===== config.mk =====
export PLATFORM = sky130hd
export DESIGN_NAME = axi_to_reg_bridge_flat
export DESIGN_NICKNAME = d
export VERILOG_FILES = /design/src/rtl/axi_to_reg_bridge_if.sv /design/src/rtl/axi_to_reg_bridge.sv /design/src/flat_wrapper.sv
export SDC_FILE = /design/constraint.sdc
export NUM_CORES = 1
export LEC_CHECK = 0
export CORE_MARGIN = 2
export CORE_UTILIZATION = 44
export CTS_BUF_LIST = sky130_fd_sc_hd__clkbuf_2 sky130_fd_sc_hd__clkbuf_4 sky130_fd_sc_hd__clkbuf_8
export DETAILED_ROUTE_END_ITERATION = 10
export GPL_TIMING_DRIVEN = 0
export PLACE_DENSITY = 0.72
export SYNTH_ARGS = -nofsm -noshare
export SYNTH_HDL_FRONTEND = slang
export SYNTH_SLANG_ARGS = --single-unit
export TNS_END_PERCENT = 1

===== constraint.sdc =====
create_clock -name clk_i -period 3.4 [get_ports clk_i]
set_input_delay 0.34 -clock clk_i [delete_from_list [all_inputs] [get_ports clk_i]]
set_output_delay 0.34 -clock clk_i [all_outputs]
set_load 0.01 [all_outputs]

===== src/rtl/axi_to_reg_bridge_if.sv =====
// AXI4 bus bundle between an AXI master and axi_to_reg_bridge.
// Channels: AW, W, B, AR, R. User sideband exists only on B and R.
//   slave  : the bridge view (AXI requests in, responses out)
//   master : the initiator view
interface axi_to_reg_bridge_if #(
   parameter int unsigned AddrWidth = 48,
   parameter int unsigned DataWidth = 64,
   parameter int unsigned IdWidth   = 6,
   parameter int unsigned UserWidth = 1
);
   logic                   aw_valid;
   logic                   aw_ready;
   logic [IdWidth-1:0]     aw_id;
   logic [AddrWidth-1:0]   aw_addr;
   logic [7:0]             aw_len;
   logic [2:0]             aw_size;
   logic [1:0]             aw_burst;

   logic                   w_valid;
   logic                   w_ready;
   logic [DataWidth-1:0]   w_data;
   logic [DataWidth/8-1:0] w_strb;
   logic                   w_last;

   logic                   b_valid;
   logic                   b_ready;
   logic [IdWidth-1:0]     b_id;
   logic [1:0]             b_resp;
   logic [UserWidth-1:0]   b_user;

   logic                   ar_valid;
   logic                   ar_ready;
   logic [IdWidth-1:0]     ar_id;
   logic [AddrWidth-1:0]   ar_addr;
   logic [7:0]             ar_len;
   logic [2:0]             ar_size;
   logic [1:0]             ar_burst;

   logic                   r_valid;
   logic                   r_ready;
   logic [IdWidth-1:0]     r_id;
   logic [DataWidth-1:0]   r_data;
   logic [1:0]             r_resp;
   logic                   r_last;
   logic [UserWidth-1:0]   r_user;

   modport slave (
      input  aw_valid, aw_id, aw_addr, aw_len, aw_size, aw_burst,
      output aw_ready,
      input  w_valid, w_data, w_strb, w_last,
      output w_ready,
      output b_valid, b_id, b_resp, b_user,
      input  b_ready,
      input  ar_valid, ar_id, ar_addr, ar_len, ar_size, ar_burst,
      output ar_ready,
      output r_valid, r_id, r_data, r_resp, r_last, r_user,
      input  r_ready
   );

   modport master (
      output aw_valid, aw_id, aw_addr, aw_len, aw_size, aw_burst,
      input  aw_ready,
      output w_valid, w_data, w_strb, w_last,
      input  w_ready,
      input  b_valid, b_id, b_resp, b_user,
      output b_ready,
      output ar_valid, ar_id, ar_addr, ar_len, ar_size, ar_burst,
      input  ar_ready,
      input  r_valid, r_id, r_data, r_resp, r_last, r_user,
      output r_ready
   );
endinterface


===== src/rtl/axi_to_reg_bridge.sv =====
// AXI4 slave to single-word valid/ready register bus bridge.
// Every AXI channel passes through a 2-entry spill register, so all AXI
// valid/ready/data outputs come straight from flops. One burst is in service
// at a time; each beat becomes one register access.
// Ports:
//   clk_i, rst_ni      clock, async active-low reset
//   axi                AXI4 slave port (axi_to_reg_bridge_if.slave)
//   reg_valid_o/ready_i   register request handshake
//   reg_write_o, reg_addr_o, reg_wdata_o, reg_wstrb_o   request fields
//   reg_rdata_i, reg_error_i   response, sampled with reg_ready_i

// 2-entry spill register: ready and valid are both flop outputs while
// still sustaining one transfer per cycle.
module axi_to_reg_bridge_spill #(
   parameter int unsigned Width = 8
) (
   input  logic             clk_i,
   input  logic             rst_ni,
   input  logic             in_valid_i,
   output logic             in_ready_o,
   input  logic [Width-1:0] in_data_i,
   output logic             out_valid_o,
   input  logic             out_ready_i,
   output logic [Width-1:0] out_data_o
);
   logic             a_full_q, b_full_q;
   logic [Width-1:0] a_q, b_q;
   logic             push, pop;

   assign push = in_valid_i && !b_full_q;
   assign pop  = a_full_q && out_ready_i;

   always_ff @(posedge clk_i or negedge rst_ni) begin
      if (!rst_ni) begin
         a_full_q <= 1'b0;
         b_full_q <= 1'b0;
         a_q      <= '0;
         b_q      <= '0;
      end else if (pop) begin
         // push never coincides with b full, so the skid slot only drains here
         if (b_full_q) begin
            a_q      <= b_q;
            b_full_q <= 1'b0;
         end else if (push) begin
            a_q <= in_data_i;
         end else begin
            a_full_q <= 1'b0;
         end
      end else if (push) begin
         if (!a_full_q) begin
            a_q      <= in_data_i;
            a_full_q <= 1'b1;
         end else begin
            b_q      <= in_data_i;
            b_full_q <= 1'b1;
         end
      end
   end

   assign in_ready_o  = !b_full_q;
   assign out_valid_o = a_full_q;
   assign out_data_o  = a_q;
endmodule

// state   | meaning
// IDLE    | no burst in service, arbitrating AW vs AR
// WR_BEAT | issuing register writes, one per W beat
// WR_RESP | presenting the single B response
// RD_BEAT | issuing a register read for the current beat
// RD_DATA | presenting the captured read data as an R beat
module axi_to_reg_bridge #(
   parameter int unsigned AddrWidth = 48,
   parameter int unsigned DataWidth = 64,
   parameter int unsigned IdWidth   = 6,
   parameter int unsigned UserWidth = 1
) (
   input  logic                   clk_i,
   input  logic                   rst_ni,
   axi_to_reg_bridge_if.slave     axi,
   output logic                   reg_valid_o,
   input  logic                   reg_ready_i,
   output logic                   reg_write_o,
   output logic [AddrWidth-1:0]   reg_addr_o,
   output logic [DataWidth-1:0]   reg_wdata_o,
   output logic [DataWidth/8-1:0] reg_wstrb_o,
   input  logic [DataWidth-1:0]   reg_rdata_i,
   input  logic                   reg_error_i
);
   localparam int unsigned StrbWidth = DataWidth / 8;
   localparam int unsigned SizeMax   = $clog2(StrbWidth);
   localparam int unsigned AxWidth   = IdWidth + AddrWidth + 8 + 3 + 2;
   localparam int unsigned WWidth    = DataWidth + StrbWidth + 1;
   localparam int unsigned BWidth    = IdWidth + 2;
   localparam int unsigned RWidth    = IdWidth + DataWidth + 2 + 1;

   typedef enum logic [2:0] {IDLE, WR_BEAT, WR_RESP, RD_BEAT, RD_DATA} state_e;
   state_e state_q, state_d;

   logic                 aw_q_valid, aw_q_ready, ar_q_valid, ar_q_ready;
   logic                 w_q_valid, w_q_ready;
   logic                 b_in_valid, b_in_ready, r_in_valid, r_in_ready;
   logic [AxWidth-1:0]   aw_q_data, ar_q_data;
   logic [WWidth-1:0]    w_q_data;
   logic [BWidth-1:0]    b_in_data, b_out_data;
   logic [RWidth-1:0]    r_in_data, r_out_data;

   logic [IdWidth-1:0]   aw_q_id, ar_q_id;
   logic [AddrWidth-1:0] aw_q_addr, ar_q_addr;
   logic [7:0]           aw_q_len, ar_q_len;
   logic [2:0]           aw_q_size, ar_q_size;
   logic [1:0]           aw_q_burst, ar_q_burst;
   logic [DataWidth-1:0] w_q_wdata;
   logic [StrbWidth-1:0] w_q_strb;
   logic                 unused_w_last;

   logic [IdWidth-1:0]   id_q;
   logic [AddrWidth-1:0] addr_q, addr_next, beat_bytes;
   logic [7:0]           len_q, beat_cnt_q;
   logic [2:0]           size_q, eff_size;
   logic [1:0]           burst_q;
   logic                 wr_err_q, rd_err_q, prefer_wr_q;
   logic [DataWidth-1:0] rdata_q;
   logic                 wr_win, rd_win, last_beat;

   axi_to_reg_bridge_spill #(.Width(AxWidth)) i_aw_spill (
      .clk_i, .rst_ni,
      .in_valid_i  (axi.aw_valid),
      .in_ready_o  (axi.aw_ready),
      .in_data_i   ({axi.aw_id, axi.aw_addr, axi.aw_len, axi.aw_size, axi.aw_burst}),
      .out_valid_o (aw_q_valid),
      .out_ready_i (aw_q_ready),
      .out_data_o  (aw_q_data)
   );

   axi_to_reg_bridge_spill #(.Width(WWidth)) i_w_spill (
      .clk_i, .rst_ni,
      .in_valid_i  (axi.w_valid),
      .in_ready_o  (axi.w_ready),
      .in_data_i   ({axi.w_data, axi.w_strb, axi.w_last}),
      .out_valid_o (w_q_valid),
      .out_ready_i (w_q_ready),
      .out_data_o  (w_q_data)
   );

   axi_to_reg_bridge_spill #(.Width(AxWidth)) i_ar_spill (
      .clk_i, .rst_ni,
      .in_valid_i  (axi.ar_valid),
      .in_ready_o  (axi.ar_ready),
      .in_data_i   ({axi.ar_id, axi.ar_addr, axi.ar_len, axi.ar_size, axi.ar_burst}),
      .out_valid_o (ar_q_valid),
      .out_ready_i (ar_q_ready),
      .out_data_o  (ar_q_data)
   );

   axi_to_reg_bridge_spill #(.Width(BWidth)) i_b_spill (
      .clk_i, .rst_ni,
      .in_valid_i  (b_in_valid),
      .in_ready_o  (b_in_ready),
      .in_data_i   (b_in_data),
      .out_valid_o (axi.b_valid),
      .out_ready_i (axi.b_ready),
      .out_data_o  (b_out_data)
   );

   axi_to_reg_bridge_spill #(.Width(RWidth)) i_r_spill (
      .clk_i, .rst_ni,
      .in_valid_i  (r_in_valid),
      .in_ready_o  (r_in_ready),
      .in_data_i   (r_in_data),
      .out_valid_o (axi.r_valid),
      .out_ready_i (axi.r_ready),
      .out_data_o  (r_out_data)
   );

   assign {aw_q_id, aw_q_addr, aw_q_len, aw_q_size, aw_q_burst} = aw_q_data;
   assign {ar_q_id, ar_q_addr, ar_q_len, ar_q_size, ar_q_burst} = ar_q_data;
   // beat count comes from the AW length, so w_last carries no information
   assign {w_q_wdata, w_q_strb, unused_w_last} = w_q_data;

   assign {axi.b_id, axi.b_resp} = b_out_data;
   assign {axi.r_id, axi.r_data, axi.r_resp, axi.r_last} = r_out_data;
   assign axi.b_user = {UserWidth{1'b0}};
   assign axi.r_user = {UserWidth{1'b0}};

   // Ties alternate; prefer_wr_q starts at 0 so the first tie goes to the read.
   assign wr_win = aw_q_valid && (!ar_q_valid || prefer_wr_q);
   assign rd_win = ar_q_valid && !wr_win;

   assign last_beat = (beat_cnt_q == len_q);

   // Oversized beats are clamped to the bus width; WRAP advances like INCR.
   assign eff_size   = (size_q > 3'(SizeMax)) ? 3'(SizeMax) : size_q;
   assign beat_bytes = AddrWidth'(1) << eff_size;
   assign addr_next  = (burst_q == 2'b00) ? addr_q
                     : ((addr_q & ~(beat_bytes - AddrWidth'(1))) + beat_bytes);

   assign b_in_data = {id_q, wr_err_q ? 2'b10 : 2'b00};
   assign r_in_data = {id_q, rdata_q, rd_err_q ? 2'b10 : 2'b00, last_beat};

   always_ff @(posedge clk_i or negedge rst_ni) begin
      if (!rst_ni) begin
         state_q <= IDLE;
      end else begin
         state_q <= state_d;
      end
   end

   always_comb begin
      state_d = state_q;
      case (state_q)
         IDLE: begin
            if (wr_win)      state_d = WR_BEAT;
            else if (rd_win) state_d = RD_BEAT;
         end
         WR_BEAT: if (w_q_valid && reg_ready_i && last_beat) state_d = WR_RESP;
         WR_RESP: if (b_in_ready) state_d = IDLE;
         RD_BEAT: if (reg_ready_i) state_d = RD_DATA;
         RD_DATA: if (r_in_ready) state_d = last_beat ? IDLE : RD_BEAT;
         default: state_d = IDLE;
      endcase
   end

   always_comb begin
      aw_q_ready  = 1'b0;
      ar_q_ready  = 1'b0;
      w_q_ready   = 1'b0;
      b_in_valid  = 1'b0;
      r_in_valid  = 1'b0;
      reg_valid_o = 1'b0;
      reg_write_o = 1'b0;
      case (state_q)
         IDLE: begin
            aw_q_ready = wr_win;
            ar_q_ready = rd_win;
         end
         WR_BEAT: begin
            // W spill output holds until popped, so the request cannot change
            reg_valid_o = w_q_valid;
            reg_write_o = 1'b1;
            w_q_ready   = reg_ready_i;
         end
         WR_RESP: b_in_valid  = 1'b1;
         RD_BEAT: reg_valid_o = 1'b1;
         RD_DATA: r_in_valid  = 1'b1;
         default: ;
      endcase
   end

   always_ff @(posedge clk_i or negedge rst_ni) begin
      if (!rst_ni) begin
         id_q        <= '0;
         addr_q      <= '0;
         len_q       <= '0;
         size_q      <= '0;
         burst_q     <= '0;
         beat_cnt_q  <= '0;
         wr_err_q    <= 1'b0;
         rd_err_q    <= 1'b0;
         rdata_q     <= '0;
         prefer_wr_q <= 1'b0;
      end else begin
         case (state_q)
            IDLE: begin
               if (aw_q_valid && ar_q_valid) prefer_wr_q <= ~prefer_wr_q;
               if (wr_win) begin
                  id_q    <= aw_q_id;
                  addr_q  <= aw_q_addr;
                  len_q   <= aw_q_len;
                  size_q  <= aw_q_size;
                  burst_q <= aw_q_burst;
               end else if (rd_win) begin
                  id_q    <= ar_q_id;
                  addr_q  <= ar_q_addr;
                  len_q   <= ar_q_len;
                  size_q  <= ar_q_size;
                  burst_q <= ar_q_burst;
               end
               beat_cnt_q <= '0;
               wr_err_q   <= 1'b0;
            end
            WR_BEAT: begin
               if (w_q_valid && reg_ready_i) begin
                  addr_q     <= addr_next;
                  beat_cnt_q <= beat_cnt_q + 8'd1;
                  wr_err_q   <= wr_err_q | reg_error_i;
               end
            end
            RD_BEAT: begin
               if (reg_ready_i) begin
                  rdata_q  <= reg_rdata_i;
                  rd_err_q <= reg_error_i;
                  addr_q   <= addr_next;
               end
            end
            RD_DATA: begin
               if (r_in_ready) beat_cnt_q <= beat_cnt_q + 8'd1;
            end
            default: ;
         endcase
      end
   end

   assign reg_addr_o  = addr_q;
   assign reg_wdata_o = w_q_wdata;
   assign reg_wstrb_o = w_q_strb;
endmodule


===== src/flat_wrapper.sv =====
// flat-port wrapper written by rule: the top's interface ports become plain ports
module axi_to_reg_bridge_flat 
#(
   parameter int unsigned AddrWidth = 48,
   parameter int unsigned DataWidth = 64,
   parameter int unsigned IdWidth   = 6,
   parameter int unsigned UserWidth = 1
)
  (clk_i, rst_ni, reg_valid_o, reg_ready_i, reg_write_o, reg_addr_o, reg_wdata_o, reg_wstrb_o, reg_rdata_i, reg_error_i, axi_aw_valid, axi_aw_id, axi_aw_addr, axi_aw_len, axi_aw_size, axi_aw_burst, axi_aw_ready, axi_w_valid, axi_w_data, axi_w_strb, axi_w_last, axi_w_ready, axi_b_valid, axi_b_id, axi_b_resp, axi_b_user, axi_b_ready, axi_ar_valid, axi_ar_id, axi_ar_addr, axi_ar_len, axi_ar_size, axi_ar_burst, axi_ar_ready, axi_r_valid, axi_r_id, axi_r_data, axi_r_resp, axi_r_last, axi_r_user, axi_r_ready);
  axi_to_reg_bridge_if #(.AddrWidth(AddrWidth), .DataWidth(DataWidth), .IdWidth(IdWidth), .UserWidth(UserWidth)) axi_i ();
  input  logic clk_i;
  input  logic rst_ni;
  output logic reg_valid_o;
  input  logic reg_ready_i;
  output logic reg_write_o;
  output logic [AddrWidth-1:0] reg_addr_o;
  output logic [DataWidth-1:0] reg_wdata_o;
  output logic [DataWidth/8-1:0] reg_wstrb_o;
  input  logic [DataWidth-1:0] reg_rdata_i;
  input  logic reg_error_i;
  input wire logic [$bits(axi_i.aw_valid)-1:0] axi_aw_valid;
  input wire logic [$bits(axi_i.aw_id)-1:0] axi_aw_id;
  input wire logic [$bits(axi_i.aw_addr)-1:0] axi_aw_addr;
  input wire logic [$bits(axi_i.aw_len)-1:0] axi_aw_len;
  input wire logic [$bits(axi_i.aw_size)-1:0] axi_aw_size;
  input wire logic [$bits(axi_i.aw_burst)-1:0] axi_aw_burst;
  output wire logic [$bits(axi_i.aw_ready)-1:0] axi_aw_ready;
  input wire logic [$bits(axi_i.w_valid)-1:0] axi_w_valid;
  input wire logic [$bits(axi_i.w_data)-1:0] axi_w_data;
  input wire logic [$bits(axi_i.w_strb)-1:0] axi_w_strb;
  input wire logic [$bits(axi_i.w_last)-1:0] axi_w_last;
  output wire logic [$bits(axi_i.w_ready)-1:0] axi_w_ready;
  output wire logic [$bits(axi_i.b_valid)-1:0] axi_b_valid;
  output wire logic [$bits(axi_i.b_id)-1:0] axi_b_id;
  output wire logic [$bits(axi_i.b_resp)-1:0] axi_b_resp;
  output wire logic [$bits(axi_i.b_user)-1:0] axi_b_user;
  input wire logic [$bits(axi_i.b_ready)-1:0] axi_b_ready;
  input wire logic [$bits(axi_i.ar_valid)-1:0] axi_ar_valid;
  input wire logic [$bits(axi_i.ar_id)-1:0] axi_ar_id;
  input wire logic [$bits(axi_i.ar_addr)-1:0] axi_ar_addr;
  input wire logic [$bits(axi_i.ar_len)-1:0] axi_ar_len;
  input wire logic [$bits(axi_i.ar_size)-1:0] axi_ar_size;
  input wire logic [$bits(axi_i.ar_burst)-1:0] axi_ar_burst;
  output wire logic [$bits(axi_i.ar_ready)-1:0] axi_ar_ready;
  output wire logic [$bits(axi_i.r_valid)-1:0] axi_r_valid;
  output wire logic [$bits(axi_i.r_id)-1:0] axi_r_id;
  output wire logic [$bits(axi_i.r_data)-1:0] axi_r_data;
  output wire logic [$bits(axi_i.r_resp)-1:0] axi_r_resp;
  output wire logic [$bits(axi_i.r_last)-1:0] axi_r_last;
  output wire logic [$bits(axi_i.r_user)-1:0] axi_r_user;
  input wire logic [$bits(axi_i.r_ready)-1:0] axi_r_ready;
  assign axi_i.aw_valid = axi_aw_valid;
  assign axi_i.aw_id = axi_aw_id;
  assign axi_i.aw_addr = axi_aw_addr;
  assign axi_i.aw_len = axi_aw_len;
  assign axi_i.aw_size = axi_aw_size;
  assign axi_i.aw_burst = axi_aw_burst;
  assign axi_aw_ready = axi_i.aw_ready;
  assign axi_i.w_valid = axi_w_valid;
  assign axi_i.w_data = axi_w_data;
  assign axi_i.w_strb = axi_w_strb;
  assign axi_i.w_last = axi_w_last;
  assign axi_w_ready = axi_i.w_ready;
  assign axi_b_valid = axi_i.b_valid;
  assign axi_b_id = axi_i.b_id;
  assign axi_b_resp = axi_i.b_resp;
  assign axi_b_user = axi_i.b_user;
  assign axi_i.b_ready = axi_b_ready;
  assign axi_i.ar_valid = axi_ar_valid;
  assign axi_i.ar_id = axi_ar_id;
  assign axi_i.ar_addr = axi_ar_addr;
  assign axi_i.ar_len = axi_ar_len;
  assign axi_i.ar_size = axi_ar_size;
  assign axi_i.ar_burst = axi_ar_burst;
  assign axi_ar_ready = axi_i.ar_ready;
  assign axi_r_valid = axi_i.r_valid;
  assign axi_r_id = axi_i.r_id;
  assign axi_r_data = axi_i.r_data;
  assign axi_r_resp = axi_i.r_resp;
  assign axi_r_last = axi_i.r_last;
  assign axi_r_user = axi_i.r_user;
  assign axi_i.r_ready = axi_r_ready;
  axi_to_reg_bridge #(.AddrWidth(AddrWidth), .DataWidth(DataWidth), .IdWidth(IdWidth), .UserWidth(UserWidth)) u_core (.clk_i(clk_i), .rst_ni(rst_ni), .axi(axi_i), .reg_valid_o(reg_valid_o), .reg_ready_i(reg_ready_i), .reg_write_o(reg_write_o), .reg_addr_o(reg_addr_o), .reg_wdata_o(reg_wdata_o), .reg_wstrb_o(reg_wstrb_o), .reg_rdata_i(reg_rdata_i), .reg_error_i(reg_error_i));
endmodule

## Word-level counts from Yosys, hierarchy flattened

Cells that the tools add are included.

- Input port bits: 280
- Output and inout bits: 210
- Flip-flop bits (word level): 731
- Logic and storage cells: 239

- $add $sub $neg: 3
- Reductions and logical operators: 71
- Multiplexer cells: 97
- Bitwise operators: 9
- Shift operators: 1
- Magnitude comparators: 1
- Equal/unequal tests: 26

Operators by type and width:

| cell | count |
|---|---|
| $mux 73 | 10 |
| $mux 67 | 10 |
| $mux 48 | 5 |
| $pmux 48 s3 | 1 |
| $mux 8 | 9 |
| $add 48x48->48 | 1 |
| $and 48x48->48 | 1 |
| $not 48->48 | 1 |
| $reduce_and 3->1 | 16 |
| $shl 1x3->48 const A | 1 |
| $sub 48x1->48 const B | 1 |
| $mux 1 | 42 |
| $reduce_bool 2->1 | 17 |
| $mux 3 | 9 |
| $ne 2x2->1 const B | 13 |
| $pmux 8 s3 | 1 |
| $reduce_and 2->1 | 9 |
| $logic_and 1x1->1 | 15 |
| $pmux 3 s5 | 1 |
| $ne 2x1->1 const B | 7 |
| $mux 6 | 2 |
| $mux 2 | 5 |
| $add 8x1->8 const B | 1 |
| $eq 8x8->1 | 1 |
| other kinds (15) | 29 |

## Longest topological paths before layout

- Word-level depth: 10
- Mapped depth: 13
- Depth with buffers taken out: 11

## Modules after synthesis

From an unflattened synthesis, not the netlist that was laid out.

- Cells, all modules: 3245
- Area, all modules: 37099.3 sq um

Modules (own cells, without submodules):

| module | area an instance (sq um) | sequential area each (sq um) | instances | cells an instance |
|---|---|---|---|---|
| axi_to_reg_bridge_spill (u_core.i_r_spill ...) | 7208.2 | 3703.6 | 2 | 578 |
| axi_to_reg_bridge_spill (u_core.i_ar_spill ...) | 6576.3 | 3403.3 | 2 | 533 |
| axi_to_reg_bridge | 8589.5 | 3628.5 | 1 | 941 |
| axi_to_reg_bridge_spill (u_core.i_b_spill) | 940.9 | 450.4 | 1 | 82 |

## Least setup slack after synthesis

OpenSTA, ideal clock, no wires.

- Path kind: register to register
- Start: reg u_core.size_q[1]
- End: reg u_core.addr_q[45] (netlist: u_core.reg_addr_o[45])
- Path slack: 0.188 ns
- Stages on the path, launching flop included: 14
- Required time: 3.331 ns
- Arrival time: 3.143 ns
- Path buffers: 2
- Library setup time: 0.069 ns
- Clock period less this slack: 3.212 ns
- Cell sequence: dfrtp_1 > buf_4 > nor3_1 > inv_1 > ha_1 > xnor2_1 > and2_1 > ha_1 > a31oi_1 > o21a_2 > or4_1 > buf_2 > or4_1 > nand3_1

- Cells in the longest elaborated chain, start to end: 10
- Elaborated cells between the ends (all ways): 11
- Classes of those cells: add/sub (2); order compare (1); shift (1); mux (5); bitwise (2)

RTL lines:

| element | line | source |
|---|---|---|
| start: declaration | axi_to_reg_bridge.sv:119 | `logic [2:0] size_q, eff_size;` |
| start signal: assignment | axi_to_reg_bridge.sv:269 | `size_q <= aw_q_size;` |
| start signal: assignment | axi_to_reg_bridge.sv:275 | `size_q <= ar_q_size;` |
| $gt 3x2->1 | axi_to_reg_bridge.sv:192 | `assign eff_size = (size_q > 3'(SizeMax)) ? 3'(SizeMax) : size_q;` |
| $mux 3 (*) | axi_to_reg_bridge.sv:192 |  |
| $shl 1x3->48 (*) | axi_to_reg_bridge.sv:193 | `assign beat_bytes = AddrWidth'(1) << eff_size;` |
| $sub 48x1->48 | axi_to_reg_bridge.sv:195 | `: ((addr_q & ~(beat_bytes - AddrWidth'(1))) + beat_bytes);` |
| $not 48->48 | axi_to_reg_bridge.sv:195 |  |
| $and 48x48->48 | axi_to_reg_bridge.sv:195 |  |
| $add 48x48->48 (*) | axi_to_reg_bridge.sv:195 |  |
| $mux 48 (*) | axi_to_reg_bridge.sv:194 | `assign addr_next = (burst_q == 2'b00) ? addr_q` |
| $mux 48, on equally long branches | axi_to_reg_bridge.sv:289, axi_to_reg_bridge.sv:282 |  |
| $pmux 48 s3 (*) | axi_to_reg_bridge.sv:262 | `case (state_q)` |
| end signal: assignment | axi_to_reg_bridge.sv:267 | `addr_q <= aw_q_addr;` |
| end signal: assignment | axi_to_reg_bridge.sv:273 | `addr_q <= ar_q_addr;` |
| end signal: assignment | axi_to_reg_bridge.sv:292 | `addr_q <= addr_next;` |
| end: declaration | axi_to_reg_bridge.sv:117 | `logic [AddrWidth-1:0] addr_q, addr_next, beat_bytes;` |

Every way passes the cells marked *; elsewhere a longest branch is shown, timed or not. The select of a mux whose other input is x is not followed.
A chain may end at the register's enable or synchronous reset.

## Final worst setup path

- Start: reg u_core.size_q[2]
- End: reg u_core.addr_q[45] (netlist: u_core.reg_addr_o[45])

The elaborated chain is that of the path after synthesis.

==> reports/qor.csv <==
stage,metric,value,unit
clock_network,Worst-path clk slew,0.07,ns
placement,DP Wirelength,69950,microns
worst_setup_path,worst endpoint required time,4.07,ns
synth,Compound-Gate Fraction of Synth Area,9.315,%
layout,FILL cells,6266,
timing,fmax,295.9,MHz
synth,largest cells by area after synthesis,"dfrtp_1 (56%), mux2_2 (12%), mux2i_1 (9.4%), nand2_1 (3.5%), a21oi_1 (3.0%)",
layout,area growth from synthesis to layout,28.56,%
timing,unrepaired setup endpoints after global routing,true,
synth,register area share after synthesis,56.04,%
synth,"Top FF cell, synth",dfrtp_1,
worst_setup_path,Reg2Reg Depth,11,
synth,Synth Area in Adders,0.5025,%
floorplan,Placement Rows,99,
timing,setup TNS,0,ns
detailed_routing,via count,24790,
min_path,hold depth,2,
floorplan,core box area,72960,sq um
global_routing,GRT overflow,0,
power,PnR Total Power,40670,uW
timing,crit share post-route,99.41,%
layout,Nets,3766,
worst_setup_path,r2r endpoint,u_core.reg_addr_o[45],
synth,Synth Area per Inst,11.37,sq um
clock_network,CTS H-Tree Depth,3,
synth,cell accounting for the most synthesized area,dfrtp_1,
synth,Post-synth EDFFs,0,
synth,Synth Area in Simple Gates,9.288,%
synth,mux share of post-synthesis cell area,21.61,%
synth,Synth cell types,72,
worst_setup_path,Worst path most repeated cell,or4_1,
detailed_routing,Pre-antenna DRT Iters,6,
worst_setup_path,crit-path cells,buf_4 -> nor3_4 -> inv_1 -> ha_1 -> nor3b_2 -> o21ai_2 -> nand2_1 -> or4_1 -> buf_2 -> or4_1 -> nand3_1,
timing,final setup fails,0,
detailed_routing,mean routed wirelength per cell,21.43,microns
placement,pre-CTS setup slack,-0.9366,ns
synth,gate count of the mapped netlist,2846,
worst_setup_path,critical path class,register to register,
timing,Slew headroom,22.61,%
min_path,hold path startpoint,reg_rdata_i[30],
synth,synthesized area,32370,sq um
timing,worst hold slack,0.2145,ns
timing,min cycle time layout,3.380,ns
clock_network,Worst-Skew Late Latency,0.73,ns
min_path,Hold Crit Class,primary input to register,
floorplan,initial core utilization,44.37,%
synth,async set-or-reset flop fraction in the synthesized netlist,100.0,%
clock_network,clock root buffer master,clkbuf_8,
flow_run,max_cap viols,0,
worst_setup_path,CP peak stage delay,0.48,ns
clock_network,CTS tree,done,
worst_setup_path,Worst Setup Start Kind,register,
worst_setup_path,Crit Path Max Fanout,10,
synth,Yosys top cell area share,56.04,%
floorplan,I/O pins,490,
placement,Port Buf Inserts,484,
global_routing,largest net degree at the start of global routing,119,
global_routing,initial antenna violation count,12,
status,status,completed,
detailed_routing,DRC,0,
detailed_routing,Starting DRT DRC Count,1720,
synth,Post-synth top cells,"dfrtp_1 (725), mux2_2 (351), nand2_1 (306), mux2i_1 (304), nor2_1 (220)",
timing,final hold violation count,0,
placement,gp weighted congestion,0.9668,
worst_setup_path,Critical Path AT,4.05,ns
min_path,Worst Hold Path EP,u_core.rdata_q[30],
layout,Final Util,57.04,%
clock_network,clk buf depth,3,
clock_network,CTS buffer count,119,
clock_network,Num Clock Sinks,725,
synth,XOR/XNOR share of the synthesized area,0.5952,%
worst_setup_path,reg2reg setup slack,0.02,ns
detailed_routing,Detail Route Antenna Nets,0,
floorplan,Die ar.,75760,sq um
global_routing,first-pass GRT wire length,146800,microns
floorplan,die width,275.2,microns
detailed_routing,detailed-route wire length,97230,microns
synth,yosys warns,0,
floorplan,DIE HEIGHT,275.2,microns
timing,Final Max Tran Viols,0,
synth,cell with the most instances after synthesis,dfrtp_1,
global_routing,GRT Util Overall,25.35,%
power,Pleak,0.01942,uW
worst_setup_path,Critical Path End Type,register,
timing,Worst Max-Slew Pin Slew,1.152,ns
timing,post-route setup slack,0.02009,ns
global_routing,vias in the first global route,25160,
synth,largest family of logic cells by synthesized area,multiplexers,
layout,layout cell share with drive strength beyond 1,18.47,%
power,Cell Pwr Density,977.2,nW/um^2
worst_setup_path,Critical-path top delay cell,or4_1,
synth,synthesized flop and latch total,725,
detailed_routing,Vias/cell,5.466,
power,VDD IR max,0.4885,mV
worst_setup_path,Critical R2R Launch,u_core.size_q[2],
timing,Setup Skew,0.04948,ns
[registers in the layout (all words and copies together) (netlist names), 2 cells and up]
register / flops
u_core.beat_cnt_q: 8
u_core.burst_q: 2
u_core.i_ar_spill.b_q: 67
u_core.i_ar_spill.out_data_o: 67
u_core.i_aw_spill.b_q: 67
u_core.i_aw_spill.out_data_o: 67
u_core.i_b_spill.b_q: 7
u_core.i_b_spill.out_data_o: 7
u_core.i_r_spill.b_q: 72
u_core.i_r_spill.out_data_o: 72
u_core.i_w_spill.b_q: 72
u_core.i_w_spill.out_data_o: 72
u_core.id_q: 6
u_core.len_q: 8
u_core.rdata_q: 64
u_core.reg_addr_o: 48
u_core.size_q: 3
u_core.state_q: 3
[layout make-up]
type / instances / area (sq um) / area share, %
Clock buffer: 188 / 2394 / 5.751
Clock inverter: 27 / 325.3 / 0.7816
Sequential cell: 725 / 18140 / 43.59
Antenna cell: 10 / 25.02 / 0.06013
Multi-Input combinational cell: 1918 / 13550 / 32.57
Tap cell: 959 / 1200 / 2.883
Inverter: 18 / 67.56 / 0.1623
Timing Repair Buffer: 500 / 5094 / 12.24
Buffer: 191 / 817.0 / 1.963
[critical path, delay by kind of cell, from the launching register on]
family / cells / cell delay (ns)
compound gates: 1 / 0.39
flops: 1 / 0.41
fa+ha+maj: 1 / 0.23
simple gates: 6 / 1.81
buf+inv: 3 / 0.46
[logic make-up (layout without fill, tap and decap cells)]
logic type	count (synthesis)	in the layout
AND/OR/NAND/NOR	697	697
multiplexers	655	655
other	2	19
adder cells (fa/ha/maj)	13	13
buffers and inverters	210	924
AO/OA/AOI/OAI	522	522
flip-flops	725	725
XOR/XNOR	22	22
[layout by cell type, fill, tap and decap left out, types with 37 or more instances in the layout]
master and count:
nand4_1 37, dfrtp_1 725, nand2_1 306, mux2i_1 304
nor2_1 219, a21oi_1 195, clkdlybuf4s50_1 481, nand3_1 46
o21ai_0 184, mux2_2 351, clkbuf_1 119, clkbuf_8 157
[power by group]
group          total (uW)  internal [uW]  switching [uW]  leakage [uW]
Combinational       16900           7650            9220       0.00925
Clock                8540           4920            3620       0.00143
Sequential          15300          12600            2650       0.00874
Total               40700          25200           15500        0.0194
[how the worst max path moves through the flow]
stage / start / to / slack (ns)
after global placement: rst_ni / u_core.i_ar_spill.b_q[26] / -31.29
final: u_core.size_q[2] / u_core.reg_addr_o[45] / 0.02
after floorplan: u_core.size_q[1] / u_core.reg_addr_o[45] / 0.19
after global routing: u_core.size_q[2] / u_core.reg_addr_o[28] / -0.07
after detailed placement: u_core.i_ar_spill.out_valid_o / u_core.i_ar_spill.out_data_o[59] / -0.94
after CTS: u_core.size_q[1] / u_core.reg_addr_o[45] / -0.03
[metal layers]
metal | wire (microns) | vias up | GRT usage (%) | share of wire, %
li1 | - | 11380 | - | -
met1 | 38910 | 12240 | 31.69 | 40
met2 | 46310 | 925 | 41.45 | 48
met3 | 7716 | 240 | 6.516 | 7.9
met4 | 4246 | 8 | 11.48 | 4.4
met5 | 48 | - | 0 | 0.049
[timing repair]
action                                  in CTS  in global routing
hold buffers                                 1                  0
pin swaps                                    2                  6
resized for setup                           30                 18
endpoints found under the setup margin     162                215
endpoints found under the hold margin       99                  0
buffers inserted                             3                  5
gates cloned                                 0                  0
[through the flow]
| stage | std cells | cell area [sq um] |
|---|---|---|
| floorplan | 2853 | 32400 |
| global placement | 4296 | 38440 |
| detailed placement | 4303 | 38630 |
| CTS | 4521 | 41480 |
| global route | 4532 | 41610 |
| finish | 4536 | 41620 |
Power figures use the tool's default switching activity.
